<file path="src/rtl/div_issue_sched_pkg.sv">
// Shared definitions for the divider issue/retire scheduler:
// default sizing and the per-op sign/zero flags carried alongside the divider.
package div_issue_sched_pkg;

  localparam int DEF_DATA_W    = 32;
  localparam int DEF_TAG_W     = 5;
  localparam int DEF_LATENCY   = 16;
  localparam int DEF_BUF_DEPTH = 4;

  // Flags that travel down the stage pipe next to the tag and raw dividend.
  typedef struct packed {
    logic qneg;  // quotient must be negated at the divider output
    logic rneg;  // remainder must be negated at the divider output
    logic dz;    // divisor was zero, divider output is ignored
  } div_flags_t;

  // Fix-up flags for a request: negation only applies to signed ops.
  function automatic div_flags_t calc_flags(input logic is_signed,
                                            input logic dvd_msb,
                                            input logic dvs_msb,
                                            input logic dvs_zero);
    div_flags_t f;
    f.qneg = is_signed && (dvd_msb ^ dvs_msb);
    f.rneg = is_signed && dvd_msb;
    f.dz   = dvs_zero;
    return f;
  endfunction

endpackage

</file>
<file path="src/rtl/div_issue_sched_if.sv">
// Request/response handshake bundle between EX, the scheduler and HI/LO writeback.
interface div_issue_sched_if
  import div_issue_sched_pkg::*;
#(
  parameter int DATA_W = DEF_DATA_W,
  parameter int TAG_W  = DEF_TAG_W
);
  logic              req_valid;
  logic              req_ready;
  logic              req_signed;
  logic [DATA_W-1:0] req_dividend;
  logic [DATA_W-1:0] req_divisor;
  logic [TAG_W-1:0]  req_tag;

  logic              rsp_valid;
  logic              rsp_ready;
  logic [DATA_W-1:0] rsp_quotient;
  logic [DATA_W-1:0] rsp_remainder;
  logic [TAG_W-1:0]  rsp_tag;
  logic              rsp_dz;

  modport master (
    output req_valid, req_signed, req_dividend, req_divisor, req_tag, rsp_ready,
    input  req_ready, rsp_valid, rsp_quotient, rsp_remainder, rsp_tag, rsp_dz
  );

  modport slave (
    input  req_valid, req_signed, req_dividend, req_divisor, req_tag, rsp_ready,
    output req_ready, rsp_valid, rsp_quotient, rsp_remainder, rsp_tag, rsp_dz
  );
endinterface

</file>
<file path="src/rtl/div_issue_sched_rsp_fifo.sv">
// Response FIFO for finished divides; entries are {tag, dz, quotient, remainder}.
// Outputs come straight from storage registers, clear wipes contents to zero.
module div_issue_sched_rsp_fifo #(
  parameter int DATA_W = 32,
  parameter int TAG_W  = 5,
  parameter int DEPTH  = 4
) (
  input  logic              clk,
  input  logic              clr,
  input  logic              push,
  input  logic [TAG_W-1:0]  push_tag,
  input  logic              push_dz,
  input  logic [DATA_W-1:0] push_quot,
  input  logic [DATA_W-1:0] push_rem,
  input  logic              pop,
  output logic              out_valid,
  output logic [TAG_W-1:0]  out_tag,
  output logic              out_dz,
  output logic [DATA_W-1:0] out_quot,
  output logic [DATA_W-1:0] out_rem
);
  localparam int PTR_W = (DEPTH > 1) ? $clog2(DEPTH) : 1;
  localparam int CNT_W = $clog2(DEPTH + 1);
  localparam logic [PTR_W-1:0] LAST = PTR_W'(DEPTH - 1);

  logic [TAG_W-1:0]  mem_tag  [DEPTH];
  logic              mem_dz   [DEPTH];
  logic [DATA_W-1:0] mem_quot [DEPTH];
  logic [DATA_W-1:0] mem_rem  [DEPTH];
  logic [PTR_W-1:0]  rd_ptr, wr_ptr;
  logic [CNT_W-1:0]  count;
  logic              do_pop;

  assign out_valid = (count != '0);
  assign do_pop    = pop && out_valid;
  assign out_tag   = mem_tag[rd_ptr];
  assign out_dz    = mem_dz[rd_ptr];
  assign out_quot  = mem_quot[rd_ptr];
  assign out_rem   = mem_rem[rd_ptr];

  // Storage, wrap-around pointers and occupancy; push and pop are independent
  always_ff @(posedge clk) begin
    if (clr) begin
      rd_ptr <= '0;
      wr_ptr <= '0;
      count  <= '0;
      for (int i = 0; i < DEPTH; i++) begin
        mem_tag[i]  <= '0;
        mem_dz[i]   <= 1'b0;
        mem_quot[i] <= '0;
        mem_rem[i]  <= '0;
      end
    end else begin
      if (push) begin
        mem_tag[wr_ptr]  <= push_tag;
        mem_dz[wr_ptr]   <= push_dz;
        mem_quot[wr_ptr] <= push_quot;
        mem_rem[wr_ptr]  <= push_rem;
        wr_ptr <= (wr_ptr == LAST) ? '0 : wr_ptr + PTR_W'(1);
      end
      if (do_pop) begin
        rd_ptr <= (rd_ptr == LAST) ? '0 : rd_ptr + PTR_W'(1);
      end
      case ({push, do_pop})
        2'b10:   count <= count + CNT_W'(1);
        2'b01:   count <= count - CNT_W'(1);
        default: count <= count;
      endcase
    end
  end

  // Issue credits must make a write into a full FIFO impossible
  always @(posedge clk) begin
    if (!clr) begin
      assert (!(push && !do_pop && (count == CNT_W'(DEPTH))));
    end
  end

endmodule

</file>
<file path="src/rtl/div_issue_sched.sv">
// Issue/retire scheduler for a fixed-latency pipelined unsigned divider.
// Feeds operand magnitudes to the divider, tracks ops in a valid/tag/flag pipe,
// applies signed fix-up on the divider output and credit-limits issue so the
// response FIFO can always absorb every in-flight result.
module div_issue_sched
  import div_issue_sched_pkg::*;
#(
  parameter int DATA_W    = DEF_DATA_W,
  parameter int LATENCY   = DEF_LATENCY,
  parameter int TAG_W     = DEF_TAG_W,
  parameter int BUF_DEPTH = DEF_BUF_DEPTH
) (
  input  logic              clk,
  input  logic              reset,
  input  logic              flush,
  div_issue_sched_if.slave  bus,
  output logic [DATA_W-1:0] div_dividend,
  output logic [DATA_W-1:0] div_divisor,
  input  logic [DATA_W-1:0] div_quotient,
  input  logic [DATA_W-1:0] div_remainder,
  output logic              busy
);
  localparam int CNT_W = $clog2(BUF_DEPTH + 1);

  function automatic logic [DATA_W-1:0] neg2c(input logic [DATA_W-1:0] x);
    return ~x + DATA_W'(1);
  endfunction

  function automatic logic [DATA_W-1:0] magnitude(input logic is_signed,
                                                  input logic [DATA_W-1:0] x);
    return (is_signed && x[DATA_W-1]) ? neg2c(x) : x;
  endfunction

  logic              accept;
  logic              pop;
  logic              push;
  logic              rsp_valid_int;
  logic [CNT_W-1:0]  outstanding;
  div_flags_t        req_flg;
  logic [DATA_W-1:0] fix_quot;
  logic [DATA_W-1:0] fix_rem;

  logic              vld_p [1:LATENCY];
  logic [TAG_W-1:0]  tag_p [1:LATENCY];
  div_flags_t        flg_p [1:LATENCY];
  logic [DATA_W-1:0] dvd_p [1:LATENCY];

  assign bus.req_ready = !reset && !flush && (outstanding < CNT_W'(BUF_DEPTH));
  assign accept        = bus.req_valid && bus.req_ready;
  assign pop           = rsp_valid_int && bus.rsp_ready;
  assign busy          = (outstanding != '0);
  assign bus.rsp_valid = rsp_valid_int;

  assign div_dividend = magnitude(bus.req_signed, bus.req_dividend);
  assign div_divisor  = magnitude(bus.req_signed, bus.req_divisor);
  assign req_flg      = calc_flags(bus.req_signed, bus.req_dividend[DATA_W-1],
                                   bus.req_divisor[DATA_W-1], bus.req_divisor == '0);

  // Stage pipe: payload shifts every cycle, only the valid bits see reset/flush
  always_ff @(posedge clk) begin
    tag_p[1] <= bus.req_tag;
    flg_p[1] <= req_flg;
    dvd_p[1] <= bus.req_dividend;
    for (int k = 2; k <= LATENCY; k++) begin
      tag_p[k] <= tag_p[k-1];
      flg_p[k] <= flg_p[k-1];
      dvd_p[k] <= dvd_p[k-1];
    end
    if (reset || flush) begin
      for (int k = 1; k <= LATENCY; k++) vld_p[k] <= 1'b0;
    end else begin
      vld_p[1] <= accept;
      for (int k = 2; k <= LATENCY; k++) vld_p[k] <= vld_p[k-1];
    end
  end

  // Divider output stage: sign fix-up, divide-by-zero substitutes all-ones / dividend
  always_comb begin
    fix_quot = div_quotient;
    fix_rem  = div_remainder;
    if (flg_p[LATENCY].dz) begin
      fix_quot = '1;
      fix_rem  = dvd_p[LATENCY];
    end else begin
      if (flg_p[LATENCY].qneg) fix_quot = neg2c(div_quotient);
      if (flg_p[LATENCY].rneg) fix_rem  = neg2c(div_remainder);
    end
  end

  assign push = vld_p[LATENCY];

  // Outstanding credits: in flight plus buffered, freed only when writeback pops
  always_ff @(posedge clk) begin
    if (reset || flush) begin
      outstanding <= '0;
    end else begin
      case ({accept, pop})
        2'b10:   outstanding <= outstanding + CNT_W'(1);
        2'b01:   outstanding <= outstanding - CNT_W'(1);
        default: outstanding <= outstanding;
      endcase
    end
  end

  div_issue_sched_rsp_fifo #(
    .DATA_W (DATA_W),
    .TAG_W  (TAG_W),
    .DEPTH  (BUF_DEPTH)
  ) u_rsp_fifo (
    .clk       (clk),
    .clr       (reset || flush),
    .push      (push),
    .push_tag  (tag_p[LATENCY]),
    .push_dz   (flg_p[LATENCY].dz),
    .push_quot (fix_quot),
    .push_rem  (fix_rem),
    .pop       (bus.rsp_ready),
    .out_valid (rsp_valid_int),
    .out_tag   (bus.rsp_tag),
    .out_dz    (bus.rsp_dz),
    .out_quot  (bus.rsp_quotient),
    .out_rem   (bus.rsp_remainder)
  );

endmodule
</file>
<file path="src/flat_wrapper.sv">
// flat-port wrapper written by rule: the top's interface ports become plain ports
module div_issue_sched_flat import div_issue_sched_pkg::*;
#(
  parameter int DATA_W    = DEF_DATA_W,
  parameter int LATENCY   = DEF_LATENCY,
  parameter int TAG_W     = DEF_TAG_W,
  parameter int BUF_DEPTH = DEF_BUF_DEPTH
)
  (clk, reset, flush, div_dividend, div_divisor, div_quotient, div_remainder, busy, bus_req_valid, bus_req_signed, bus_req_dividend, bus_req_divisor, bus_req_tag, bus_rsp_ready, bus_req_ready, bus_rsp_valid, bus_rsp_quotient, bus_rsp_remainder, bus_rsp_tag, bus_rsp_dz);
  div_issue_sched_if #(.DATA_W(DATA_W), .TAG_W(TAG_W)) bus_i ();
  input  logic clk;
  input  logic reset;
  input  logic flush;
  output logic [DATA_W-1:0] div_dividend;
  output logic [DATA_W-1:0] div_divisor;
  input  logic [DATA_W-1:0] div_quotient;
  input  logic [DATA_W-1:0] div_remainder;
  output logic busy;
  input wire logic [$bits(bus_i.req_valid)-1:0] bus_req_valid;
  input wire logic [$bits(bus_i.req_signed)-1:0] bus_req_signed;
  input wire logic [$bits(bus_i.req_dividend)-1:0] bus_req_dividend;
  input wire logic [$bits(bus_i.req_divisor)-1:0] bus_req_divisor;
  input wire logic [$bits(bus_i.req_tag)-1:0] bus_req_tag;
  input wire logic [$bits(bus_i.rsp_ready)-1:0] bus_rsp_ready;
  output wire logic [$bits(bus_i.req_ready)-1:0] bus_req_ready;
  output wire logic [$bits(bus_i.rsp_valid)-1:0] bus_rsp_valid;
  output wire logic [$bits(bus_i.rsp_quotient)-1:0] bus_rsp_quotient;
  output wire logic [$bits(bus_i.rsp_remainder)-1:0] bus_rsp_remainder;
  output wire logic [$bits(bus_i.rsp_tag)-1:0] bus_rsp_tag;
  output wire logic [$bits(bus_i.rsp_dz)-1:0] bus_rsp_dz;
  assign bus_i.req_valid = bus_req_valid;
  assign bus_i.req_signed = bus_req_signed;
  assign bus_i.req_dividend = bus_req_dividend;
  assign bus_i.req_divisor = bus_req_divisor;
  assign bus_i.req_tag = bus_req_tag;
  assign bus_i.rsp_ready = bus_rsp_ready;
  assign bus_req_ready = bus_i.req_ready;
  assign bus_rsp_valid = bus_i.rsp_valid;
  assign bus_rsp_quotient = bus_i.rsp_quotient;
  assign bus_rsp_remainder = bus_i.rsp_remainder;
  assign bus_rsp_tag = bus_i.rsp_tag;
  assign bus_rsp_dz = bus_i.rsp_dz;
  div_issue_sched #(.DATA_W(DATA_W), .LATENCY(LATENCY), .TAG_W(TAG_W), .BUF_DEPTH(BUF_DEPTH)) u_core (.clk(clk), .reset(reset), .flush(flush), .bus(bus_i), .div_dividend(div_dividend), .div_divisor(div_divisor), .div_quotient(div_quotient), .div_remainder(div_remainder), .busy(busy));
endmodule
</file>
<file path="config.mk">
export PLATFORM = sky130hd
export DESIGN_NAME = div_issue_sched_flat
export DESIGN_NICKNAME = d
export VERILOG_FILES = /design/src/rtl/div_issue_sched_pkg.sv /design/src/rtl/div_issue_sched_if.sv /design/src/rtl/div_issue_sched_rsp_fifo.sv /design/src/rtl/div_issue_sched.sv /design/src/flat_wrapper.sv
export SDC_FILE = /design/constraint.sdc
export NUM_CORES = 1
export LEC_CHECK = 0
export ABC_AREA = 1
export ABC_CLOCK_PERIOD_IN_PS = 4800
export BUFFER_PORTS_ARGS = -buffer_cell sky130_fd_sc_hd__buf_4
export CORE_MARGIN = 4
export CORE_UTILIZATION = 25
export CTS_BUF_LIST = sky130_fd_sc_hd__clkbuf_4 sky130_fd_sc_hd__clkbuf_8
export CTS_CLUSTER_DIAMETER = 150
export DETAILED_ROUTE_END_ITERATION = 10
export MAX_ROUTING_LAYER = met4
export PLACE_DENSITY = 0.41
export SYNTH_ARGS = -nofsm -noshare
export SYNTH_HDL_FRONTEND = slang
export SYNTH_SLANG_ARGS = --single-unit
</file>
<file path="constraint.sdc">
create_clock -name clk -period 4.8 [get_ports clk]
set_input_delay 0.24 -clock clk [delete_from_list [all_inputs] [get_ports clk]]
set_output_delay 0.24 -clock clk [all_outputs]
set_load 0.1 [all_outputs]
</file>
After elaboration in Yosys (flattened, before gate mapping)
Memories as Yosys holds them, arrays and structs flattened. A register that Yosys moved wholly into a read port is not among the register bits.
Cells that the tools add are included.
{"block": "totals", "ff_bits": 10, "latchBits": 0, "ram_bits": 936, "mem_bits_ro": 0, "input_bits": 139, "output_inout_bits": 137, "mem_count": 8}
{"name": "u_core.dvd_p", "depth": 16, "width": 32, "read_ports": 16, "rd_ports_with_merged_regs": 0, "wr": 16, "line_no": "div_issue_sched.sv:46", "rtl": "logic [DATA_W-1:0] dvd_p [1:LATENCY];"}
{"name": "u_core.u_rsp_fifo.mem_quot", "depth": 4, "width": 32, "read_ports": 1, "rd_ports_with_merged_regs": 1, "wr": 4, "line_no": "div_issue_sched_rsp_fifo.sv:28", "rtl": "logic [DATA_W-1:0] mem_quot [DEPTH];"}
{"name": "u_core.u_rsp_fifo.mem_rem", "depth": 4, "width": 32, "read_ports": 1, "rd_ports_with_merged_regs": 1, "wr": 4, "line_no": "div_issue_sched_rsp_fifo.sv:29", "rtl": "logic [DATA_W-1:0] mem_rem [DEPTH];"}
{"name": "u_core.tag_p", "depth": 16, "width": 5, "read_ports": 16, "rd_ports_with_merged_regs": 0, "wr": 16, "line_no": "div_issue_sched.sv:44", "rtl": "logic [TAG_W-1:0] tag_p [1:LATENCY];"}
{"name": "u_core.flg_p", "depth": 16, "width": 3, "read_ports": 16, "rd_ports_with_merged_regs": 0, "wr": 16, "line_no": "div_issue_sched.sv:45", "rtl": "div_flags_t flg_p [1:LATENCY];"}
{"name": "u_core.u_rsp_fifo.mem_tag", "depth": 4, "width": 5, "read_ports": 1, "rd_ports_with_merged_regs": 1, "wr": 4, "line_no": "div_issue_sched_rsp_fifo.sv:26", "rtl": "logic [TAG_W-1:0] mem_tag [DEPTH];"}
{"name": "+2 memories"}
{"block": "classes", "addsub": 10, "n_mul": 0, "n_div": 0, "n_lt_le_gt_ge": 1, "eq_ne": 6, "n_shift": 0, "muxes": 52, "n_bitwise": 21, "n_reduce_logical": 19}
{"op": "two-way mux 32 bit", "n": 8}
{"op": "adder 32 x 1 -> 32 bit (second input constant)", "n": 4}
{"op": "inverter 32 bit", "n": 4}
{"op": "OR reduction 32 bit", "n": 2}
{"op": "logical NOT 32 bit", "n": 1}
{"op": "two-way mux 2 bit", "n": 14}
{"op": "two-way mux 1 bit", "n": 27}
{"op": "OR 1 bit", "n": 16}
{"op": "case mux 3 bit (2 select lines)", "n": 2}
{"op": "== test 2 bit (second input constant)", "n": 4}
{"op": "logical AND 1 bit", "n": 7}
{"op": "adder 3 x 1 -> 3 bit (second input constant)", "n": 2}
{"op": "nonzero test 3 bit", "n": 2}
{"op": "subtractor 3 x 1 -> 3 bit (second input constant)", "n": 2}
{"op": "two-way mux 5 bit", "n": 1}
{"op": "OR reduction 5 bit", "n": 1}
{"op": "adder 2 x 1 -> 2 bit (second input constant)", "n": 2}
{"op": "== test 2 x 1 -> 1 bit (second input constant)", "n": 2}
{"op": "nonzero test 2 bit", "n": 2}
{"op": "less-than comparator 3 bit (second input constant)", "n": 1}
{"op": "logical NOT 1 bit", "n": 2}
{"op": "logical OR 1 bit", "n": 1}
{"op": "OR reduction 1 bit", "n": 1}
{"op": "XOR 1 bit", "n": 1}

Longest topological paths before layout
Gate-level depths: netlist of the first run.
{"block": "depth", "ltp_word": 6, "depth_mapped": 12, "depth_no_buf": 12}

Cells and area by module
A second synthesis of the first run with hierarchy kept.
{"block": "hier_totals", "cells_unflattened": 2794, "hier_area_um2": 30693.2}
{"module": "div_issue_sched", "n_inst": 1, "cells_per_inst": 1677, "area_each_um2": 18084.8, "seq_area_each_um2": 13192.7}
{"module": "div_issue_sched_rsp_fifo", "n_inst": 1, "cells_per_inst": 1117, "area_each_um2": 12608.3, "seq_area_each_um2": 8588.2}

Worst setup path after synthesis of the first run
No wires, ideal clock.
{"block": "synth_path", "path_type": "input to output", "start": "in bus_req_dividend[1]", "end": "out div_dividend[31]", "arrival_ps": 2896, "required_ps": 4560, "path_slack_ps": 1664, "cell_stages": 5, "path_buffers": 0, "cell_sequence": "inv_1 > nand3_1 > nor3_1 > nand3_1 > o21ai_0"}
{"block": "synth_between", "elab_chain_cells": 3}
{"item": "from (decl)", "line_no": "flat_wrapper.sv:21", "rtl": "input wire logic [$bits(bus_i.req_dividend)-1:0] bus_req_dividend;"}
{"item": "inverter 32 bit", "line_no": "div_issue_sched.sv:26", "rtl": "return ~x + DATA_W'(1);"}
{"item": "adder 32 x 1 -> 32 bit", "line_no": "div_issue_sched.sv:26"}
{"item": "two-way mux 32 bit", "line_no": "div_issue_sched.sv:31", "rtl": "return (is_signed && x[DATA_W-1]) ? neg2c(x) : x;"}
{"item": "to (decl)", "line_no": "flat_wrapper.sv:14", "rtl": "output logic [DATA_W-1:0] div_dividend;"}
No other way between the ends.

==> metrics.cfg, run 1 <==
[run_status]
outcome = completed

[pwr]
p_switching_mw = 4.34
powerDensity_nw_per_um2 = 456
seq_power_share_pct = 49.9
combPwrFrac_pct = 8.1
vdd_drop_max_mv = 0.228
p_int_mw = 13.1
p_leak_nw = 16.8
swShare_pct = 24.9
p_clk_share_pct = 42.0

[floorplan]
io_pins = 276
coreArea_sq_um = 119000
die_y_um = 354
die_area_sq_um = 126000
die_w_um = 354
start_util_pct = 25.3
rows = 126

[global_routing]
grt.total_usage_pct = 12.2
grt_max_degree = 76
antenna_found_initial = 4
grt_pass1_wl_um = 116000
gr-total-overflow = 0
grt_pass1_vias = 19900

[yosys]
ys_seq_area_share_pct = 72.6
syn_inst = 2749
synth_most_common_cell = dfxtp_1
ys_ff_latch = 948
synthTopCellsByCount = dfxtp_1 (668), nor2_1 (477), nand2_1 (332), edfxtp_1 (280), inv_1 (271)
ys.flop_type = dfxtp_1
synth.top_cells.by_area = dfxtp_1 (45%), edfxtp_1 (28%), nor2_1 (6.0%), nand2_1 (4.2%), inv_1 (3.4%)
yosys_warnings = 0
async_flop_share_pct = 0
synth_area_sq_um = 30000
synth_nets = 2898
synth.largest_area_cell = dfxtp_1
avgSynthCellArea_sq_um = 10.9
synth_edf_count = 280
synth_cell_type_count = 40
netlist.area_leader.share_pct = 44.6

[min_path]
holdPathStages = 5
hold_path_class = in2reg
min-delay-start = div_remainder[31]

[routing]
drc = 0
post_drt_wl_per_cell_um = 15.2
dr.pass1.iters = 7
vias_per_cell = 3.92
vias = 19400
routed_wl_um = 75300
drtIter0Drc = 1083
ant_nets = 0

[sta]
rsz0062_at_grt = false
hold_viol_final = 0
holdWs_ps = 108
finalSetupViolations = 0
drv_slew = 0
relSlewSlack_pct = 17.9
fin_setup_tns_ps = 0
max_freq_ghz = 0.267
fin_crit_ps = 3740
finalClockSkew_ps = 29.5
tightest_slew_ps = 1230
period_share_pct = 78.0

[cells_and_area]
fin_area_sq_um = 38200
nets = 3361
syn_to_final_growth_pct = 27.4
drive_gt1_share_pct = 18.9

[placed_design]
gp_congestion = 0.808
hpwl_um = 47900
io_buffers = 275
detailed_place.area_sq_um = 33800

[worst_setup_path]
reg2regPathDepth = 10
critPathArrivalTime_ps = 3500
critPathMaxFanout = 72
worstSetupPathType = reg2out
crit_path_end_kind = primary output
startpoint_type = flop
cp.required_ps = 4560
r2r-start = u_core.vld_p[0][16]$_SDFF_PP0_

[clock_network]
hold_buffers = 107
clk-insertion-delay-late_ps = 790
cts_buffers = 159
cts_resized = 0
cts.clk_slew.worst_paths_ps = 60
clockBufferDepth = 3
cts_sinks = 948
htree_num_levels = 4
cts_tree = yes
cts_root_buffer = clkbuf_8
cts_setup_buffers = 0

[job]
max_cap_violations = 0

==> cell families after synthesis <==
kind of cell,Yosys count,share of synthesized area (%)
simple gates,1052,14.6
buf+inv,379,5.22
compound gates,307,5.56
flops,948,72.6
fa+ha+maj,10,0.467
xor+xnor,53,1.55
==> worst max-delay path: stages, from the launching register on <==
cell and delay (ps):
dfxtp_4 860, buf_4 740, o21ai_0 210, o22ai_1 490
buf_4 390
==> through the flow <==
| step | setup WS, ps | total power, mW | std cells | utilization, % |
|---|---|---|---|---|
| 3_3_place_gp | 1600 | 10.2 | 4544 | 28.5 |
| 3_5_place_dp | 1550 | 10.2 | 4544 | 28.5 |
| 5_1_grt | 770 | 18.2 | 4940 | 32.2 |
| 6_report | 1060 | 17.4 | 4942 | 32.2 |
| 4_1_cts | 845 | 17.8 | 4938 | 32.2 |
| 2_1_floorplan | 1660 | 9.77 | 2749 | - |
==> final timing paths <==
| path | slack (ps) | end |
|---|---|---|
| min reg2reg | 300 | u_core.dvd_p[0][285]$_DFF_P_ |
| min | 110 | u_core.u_rsp_fifo.mem_rem[3][31]$_DFFE_PP_ |
| max reg2reg | 2080 | u_core.u_rsp_fifo.mem_quot[1][10]$_SDFFCE_PN0P_ |
| max | 1060 | bus_rsp_remainder[28] |
==> per-layer routing <==
layer / part of all wire, % / track usage [%]
met1: 47 / 15.6
met2: 44 / 18.5
met3: 6.2 / 3.18
met4: 3.0 / 4.97
met5: 0 / -
==> power by group through the flow <==
stage | clock network [mW] | logic (mW) | registers (mW)
3_3_place_gp | 0 | 1.35 | 8.87
2_1_floorplan | 0 | 0.934 | 8.84
6_report | 7.32 | 1.41 | 8.70
5_1_grt | 8.01 | 1.50 | 8.73
3_5_place_dp | 0 | 1.35 | 8.87
4_1_cts | 7.66 | 1.43 | 8.70
==> cells in the final DEF, fill, tap and decap left out, types with 11 or more instances in the layout <==
| cell | n |
|---|---|
| o21ai_0 | 197 |
| clkbuf_8 | 188 |
| clkinv_1 | 11 |
| edfxtp_1 | 280 |
| a21oi_1 | 21 |
| nand3_1 | 157 |
| nor3_1 | 18 |
| xor2_1 | 41 |
| inv_1 | 267 |
| clkbuf_4 | 56 |
| clkinv_2 | 18 |
| nor2_1 | 477 |
| buf_4 | 296 |
| o22ai_1 | 71 |
| or2_2 | 23 |
| dfxtp_1 | 666 |
| dlygate4sd3_1 | 107 |
| xnor2_1 | 12 |
| nand4_1 | 22 |
| nand2_1 | 328 |
==> sequential cells by signal (all words and copies together), names as in the netlist, named ones only <==
signal                      cells
u_core.u_rsp_fifo.mem_tag      20
u_core.flg_p                   48
u_core.u_rsp_fifo.mem_rem     128
u_core.u_rsp_fifo.wr_ptr        2
u_core.tag_p                   80
u_core.vld_p                   16
u_core.u_rsp_fifo.mem_quot    128
u_core.dvd_p                  512
u_core.u_rsp_fifo.mem_dz        4
u_core.outstanding              3
u_core.u_rsp_fifo.rd_ptr        2
u_core.u_rsp_fifo.count         3
==> layout make-up <==
class	count	area, sq um
Fill cell	12300	80300
Sequential cell	948	21800
Multi-Input combinational cell	1422	6690
Timing Repair Buffer	404	3310
Clock buffer	244	3010
Tap cell	1600	2000
Inverter	277	1040
Clock inverter	43	375
Antenna cell	4	10.0
Power figures use the tool's default switching activity.
==> run 2: changes to the inputs <==
--- a/config.mk
+++ b/config.mk
@@ -5,8 +5,8 @@
 export SDC_FILE = /design/constraint.sdc
 export NUM_CORES = 1
 export LEC_CHECK = 0
-export ABC_AREA = 1
-export ABC_CLOCK_PERIOD_IN_PS = 4800
+export ABC_AREA = 0
+export ABC_CLOCK_PERIOD_IN_PS = 3200
 export BUFFER_PORTS_ARGS = -buffer_cell sky130_fd_sc_hd__buf_4
 export CORE_MARGIN = 4
 export CORE_UTILIZATION = 25
@@ -14,7 +14,7 @@
 export CTS_CLUSTER_DIAMETER = 150
 export DETAILED_ROUTE_END_ITERATION = 10
 export MAX_ROUTING_LAYER = met4
-export PLACE_DENSITY = 0.41
+export PLACE_DENSITY = 0.43
 export SYNTH_ARGS = -nofsm -noshare
 export SYNTH_HDL_FRONTEND = slang
 export SYNTH_SLANG_ARGS = --single-unit
==> constraint.sdc (replaced) <==
create_clock -name clk -period 3.2 [get_ports clk]
set_input_delay 0.16 -clock clk [delete_from_list [all_inputs] [get_ports clk]]
set_output_delay 0.16 -clock clk [all_outputs]
set_load 0.1 [all_outputs]
==> run 2 against run 1 <==
Area after synthesis fell by 1.7%. Non-clock buffer count rose by 68. First-iteration DRC count fell by 1.8%. Largest cell class unchanged. Via count fell by 7.0%. Largest power group unchanged.
==> metrics.cfg, run 2 <==
[global_routing]
grt_pass1_wl_um = 111000  ; -3.9%
grt_max_degree = 71  ; -6.6%
grt.total_usage_pct = 12.3  ; +0.087 points
antenna_found_initial = 26  ; +22
grt_pass1_vias = 18700  ; -5.8%
gr-total-overflow = 0  ; unchanged

[yosys]
netlist.area_leader.share_pct = 45.3  ; +0.77 points
synth_nets = 2239  ; -23%
ys.flop_type = dfxtp_1
synth_most_common_cell = dfxtp_1
async_flop_share_pct = 0  ; unchanged
ys_ff_latch = 948  ; unchanged
syn_inst = 2090  ; -24%
avgSynthCellArea_sq_um = 14.1  ; +29%
synthTopCellsByCount = dfxtp_1 (668), edfxtp_1 (280), nor2_1 (275), clkbuf_1 (71), mux4_2 (70)
ys_seq_area_share_pct = 73.8  ; +1.2 points
synth.largest_area_cell = dfxtp_1
synth.top_cells.by_area = dfxtp_1 (45%), edfxtp_1 (28%), mux4_2 (5.3%), nor2_1 (3.5%), xnor2_1 (1.5%)
synth_area_sq_um = 29500  ; -1.7%
synth_edf_count = 280  ; unchanged
synth_cell_type_count = 76  ; +90%
yosys_warnings = 0  ; unchanged

[routing]
drtIter0Drc = 1063  ; -1.8%
routed_wl_um = 75000  ; -0.33%
vias_per_cell = 4.18  ; +6.8%
drc = 0  ; unchanged
dr.pass1.iters = 5  ; -2
ant_nets = 0  ; unchanged
vias = 18000  ; -7.0%
post_drt_wl_per_cell_um = 17.4  ; +14%

[sta]
hold_viol_final = 0  ; unchanged
relSlewSlack_pct = 33.0  ; +15 points
fin_setup_tns_ps = 0  ; unchanged
rsz0062_at_grt = false
period_share_pct = 92.1
finalClockSkew_ps = 30.4  ; +0.952 ps
holdWs_ps = 145  ; +36.5 ps
max_freq_ghz = 0.339
drv_slew = 0  ; unchanged
finalSetupViolations = 0  ; unchanged
tightest_slew_ps = 1010  ; -225 ps
fin_crit_ps = 2950

[clock_network]
cts_sinks = 948  ; unchanged
clk-insertion-delay-late_ps = 790  ; about the same
clockBufferDepth = 3  ; unchanged
cts.clk_slew.worst_paths_ps = 50  ; about the same
cts_buffers = 158  ; -0.63%
htree_num_levels = 4  ; unchanged
cts_root_buffer = clkbuf_8
cts_tree = yes

[cells_and_area]
drive_gt1_share_pct = 26.0  ; +7.1 points
stdcell_count = 4305  ; -13%
regMostFlops = u_core.dvd_p
mostFrequentLayoutCells = dfxtp_1 (664), buf_4 (298), edfxtp_1 (280)
finalCoreUtilization_pct = 33.1  ; +0.88 points
nets = 2782  ; -17%
largest_reg_flops = 512  ; unchanged
syn_to_final_growth_pct = 31.0
reg.largest.list = u_core.dvd_p: 512 flops, u_core.u_rsp_fifo.mem_quot: 128 flops, u_core.u_rsp_fifo.mem_rem: 128 flops
final_common_cell = dfxtp_1
fin_area_sq_um = 38600  ; +1.1%

[worst_setup_path]
regToRegSetupSlack_ps = 530  ; -1550 ps
worstSetupPathType = in2out
critPathMaxFanout = 5  ; -93%
critical_path.startpoint = bus_req_dividend[10]
startpoint_type = input pin
reg2regPathDepth = 6  ; -4
cp.required_ps = 3040  ; -1520 ps
critPathArrivalTime_ps = 2790  ; -710 ps
r2r-end = u_core.u_rsp_fifo.mem_rem[3][27]$_DFFE_PP_
crit_path_end_kind = primary output
r2r-start = u_core.flg_p[0][48]$_DFF_P_

[pwr]
p_leak_nw = 15.2  ; -9.6%
powerDensity_nw_per_um2 = 682  ; +49%
vdd_drop_max_mv = 0.337  ; +48%

[placed_design]
io_buffers = 275  ; unchanged
post-place-cells = 3834  ; -16%
gp_congestion = 0.819  ; +1.4%
detailed_place.area_sq_um = 33600  ; -0.59%
hpwl_um = 47400  ; -1.1%

[floorplan]
io_pins = 276  ; unchanged
start_util_pct = 25.3  ; -0.027 points
die_w_um = 352  ; -0.83%
die_area_sq_um = 124000  ; -1.6%
die_y_um = 352  ; -0.83%
rows = 125  ; -0.79%
coreArea_sq_um = 117000  ; -1.6%

[job]
max_cap_violations = 0  ; unchanged

[min_path]
hold_path_class = in2reg
min-delay-start = bus_req_divisor[31]
hold_end = u_core.flg_p[0][3]$_DFF_P_
holdPathStages = 3  ; -2

[run_status]
outcome = completed

==> run 2: cell types whose count changed after synthesis, moves of 33 or more <==
| cell | previous run | this run |
|---|---|---|
| o22ai_1 | 71 | 1 |
| inv_1 | 271 | 42 |
| a21oi_1 | 21 | 54 |
| nand2_1 | 332 | 65 |
| o21ai_0 | 197 | 38 |
| xnor2_1 | 12 | 52 |
| nor3_1 | 18 | 68 |
| and2_1 | 0 | 45 |
| mux4_2 | 0 | 70 |
| nor2_1 | 477 | 275 |
| nand3_1 | 157 | 20 |
==> run 2: where the power goes <==
| part | internal [mW] | total (mW) | leakage (nW) | switching [mW] |
|---|---|---|---|---|
| combinational | 0.631 | 2.20 | 4.72 | 1.57 |
| clock | 6.27 | 11.1 | 1.79 | 4.81 |
| sequential | 12.9 | 13.1 | 8.70 | 0.128 |
==> run 2: kinds of logic after synthesis <==
logic type               share of synthesized area (%)
flip-flops                                        73.8
AND/OR/NAND/NOR                                   10.7
AO/OA/AOI/OAI                                     4.42
buffers and inverters                             1.75
multiplexers                                      6.20
XOR/XNOR                                          2.64
adder cells (fa/ha/maj)                          0.475
==> run 2: critical path, cell delays in order <==
cell and delay [ps]:
dlygate4sd3_1 530, buf_4 150, or3_1 420, or3_1 360
nor4_1 530, a21oi_1 170, xor2_1 160, buf_4 310
==> run 2: how the worst max path moves through the flow <==
stage                                                 to  slack, ps  cells past startpoint
6_report                                div_dividend[20]        250                      8
3_5_place_dp                            div_dividend[23]        600                      7
5_1_grt                                 div_dividend[20]         50                      8
2_1_floorplan  u_core.u_rsp_fifo.mem_dz[1]$_SDFFCE_PN0P_         40                      5
3_3_place_gp                            div_dividend[23]        650                      7
4_1_cts                                 div_dividend[23]         40                      8
==> run 2: cell type report <==
| cell class | count | area, sq um |
|---|---|---|
| diodes | 26 | 65.1 |
| clock buffers | 235 | 2880 |
| clock inverters | 47 | 502 |
| fillers | 11500 | 78000 |
| inverters | 42 | 158 |
| multi-input cells | 1011 | 7260 |
| flip-flops and latches | 948 | 21800 |
| well taps | 1524 | 1910 |
| repair buffers | 472 | 4090 |
==> run 2: stage by stage <==
stage | worst slack [ps] | power [mW]
after floorplan | 39.8 | 14.7
after global placement | 650 | 15.3
after detailed placement | 603 | 15.4
after CTS | 41.1 | 26.9
after global routing | 46.8 | 27.6
final | 252 | 26.3
==> run 2: what timing repair did <==
action                                  CTS  global route
endpoints found under the hold margin   314             0
endpoints found under the setup margin    0             6
hold buffers                            163             0
resized for setup                         0             1
setup buffers                             0             0
==> run 2: per-layer routing <==
layer	global-route usage, %	wire [um]
met5	-	0
met4	4.41	1880
met3	5.20	7000
met2	19.6	35100
met1	13.9	31000
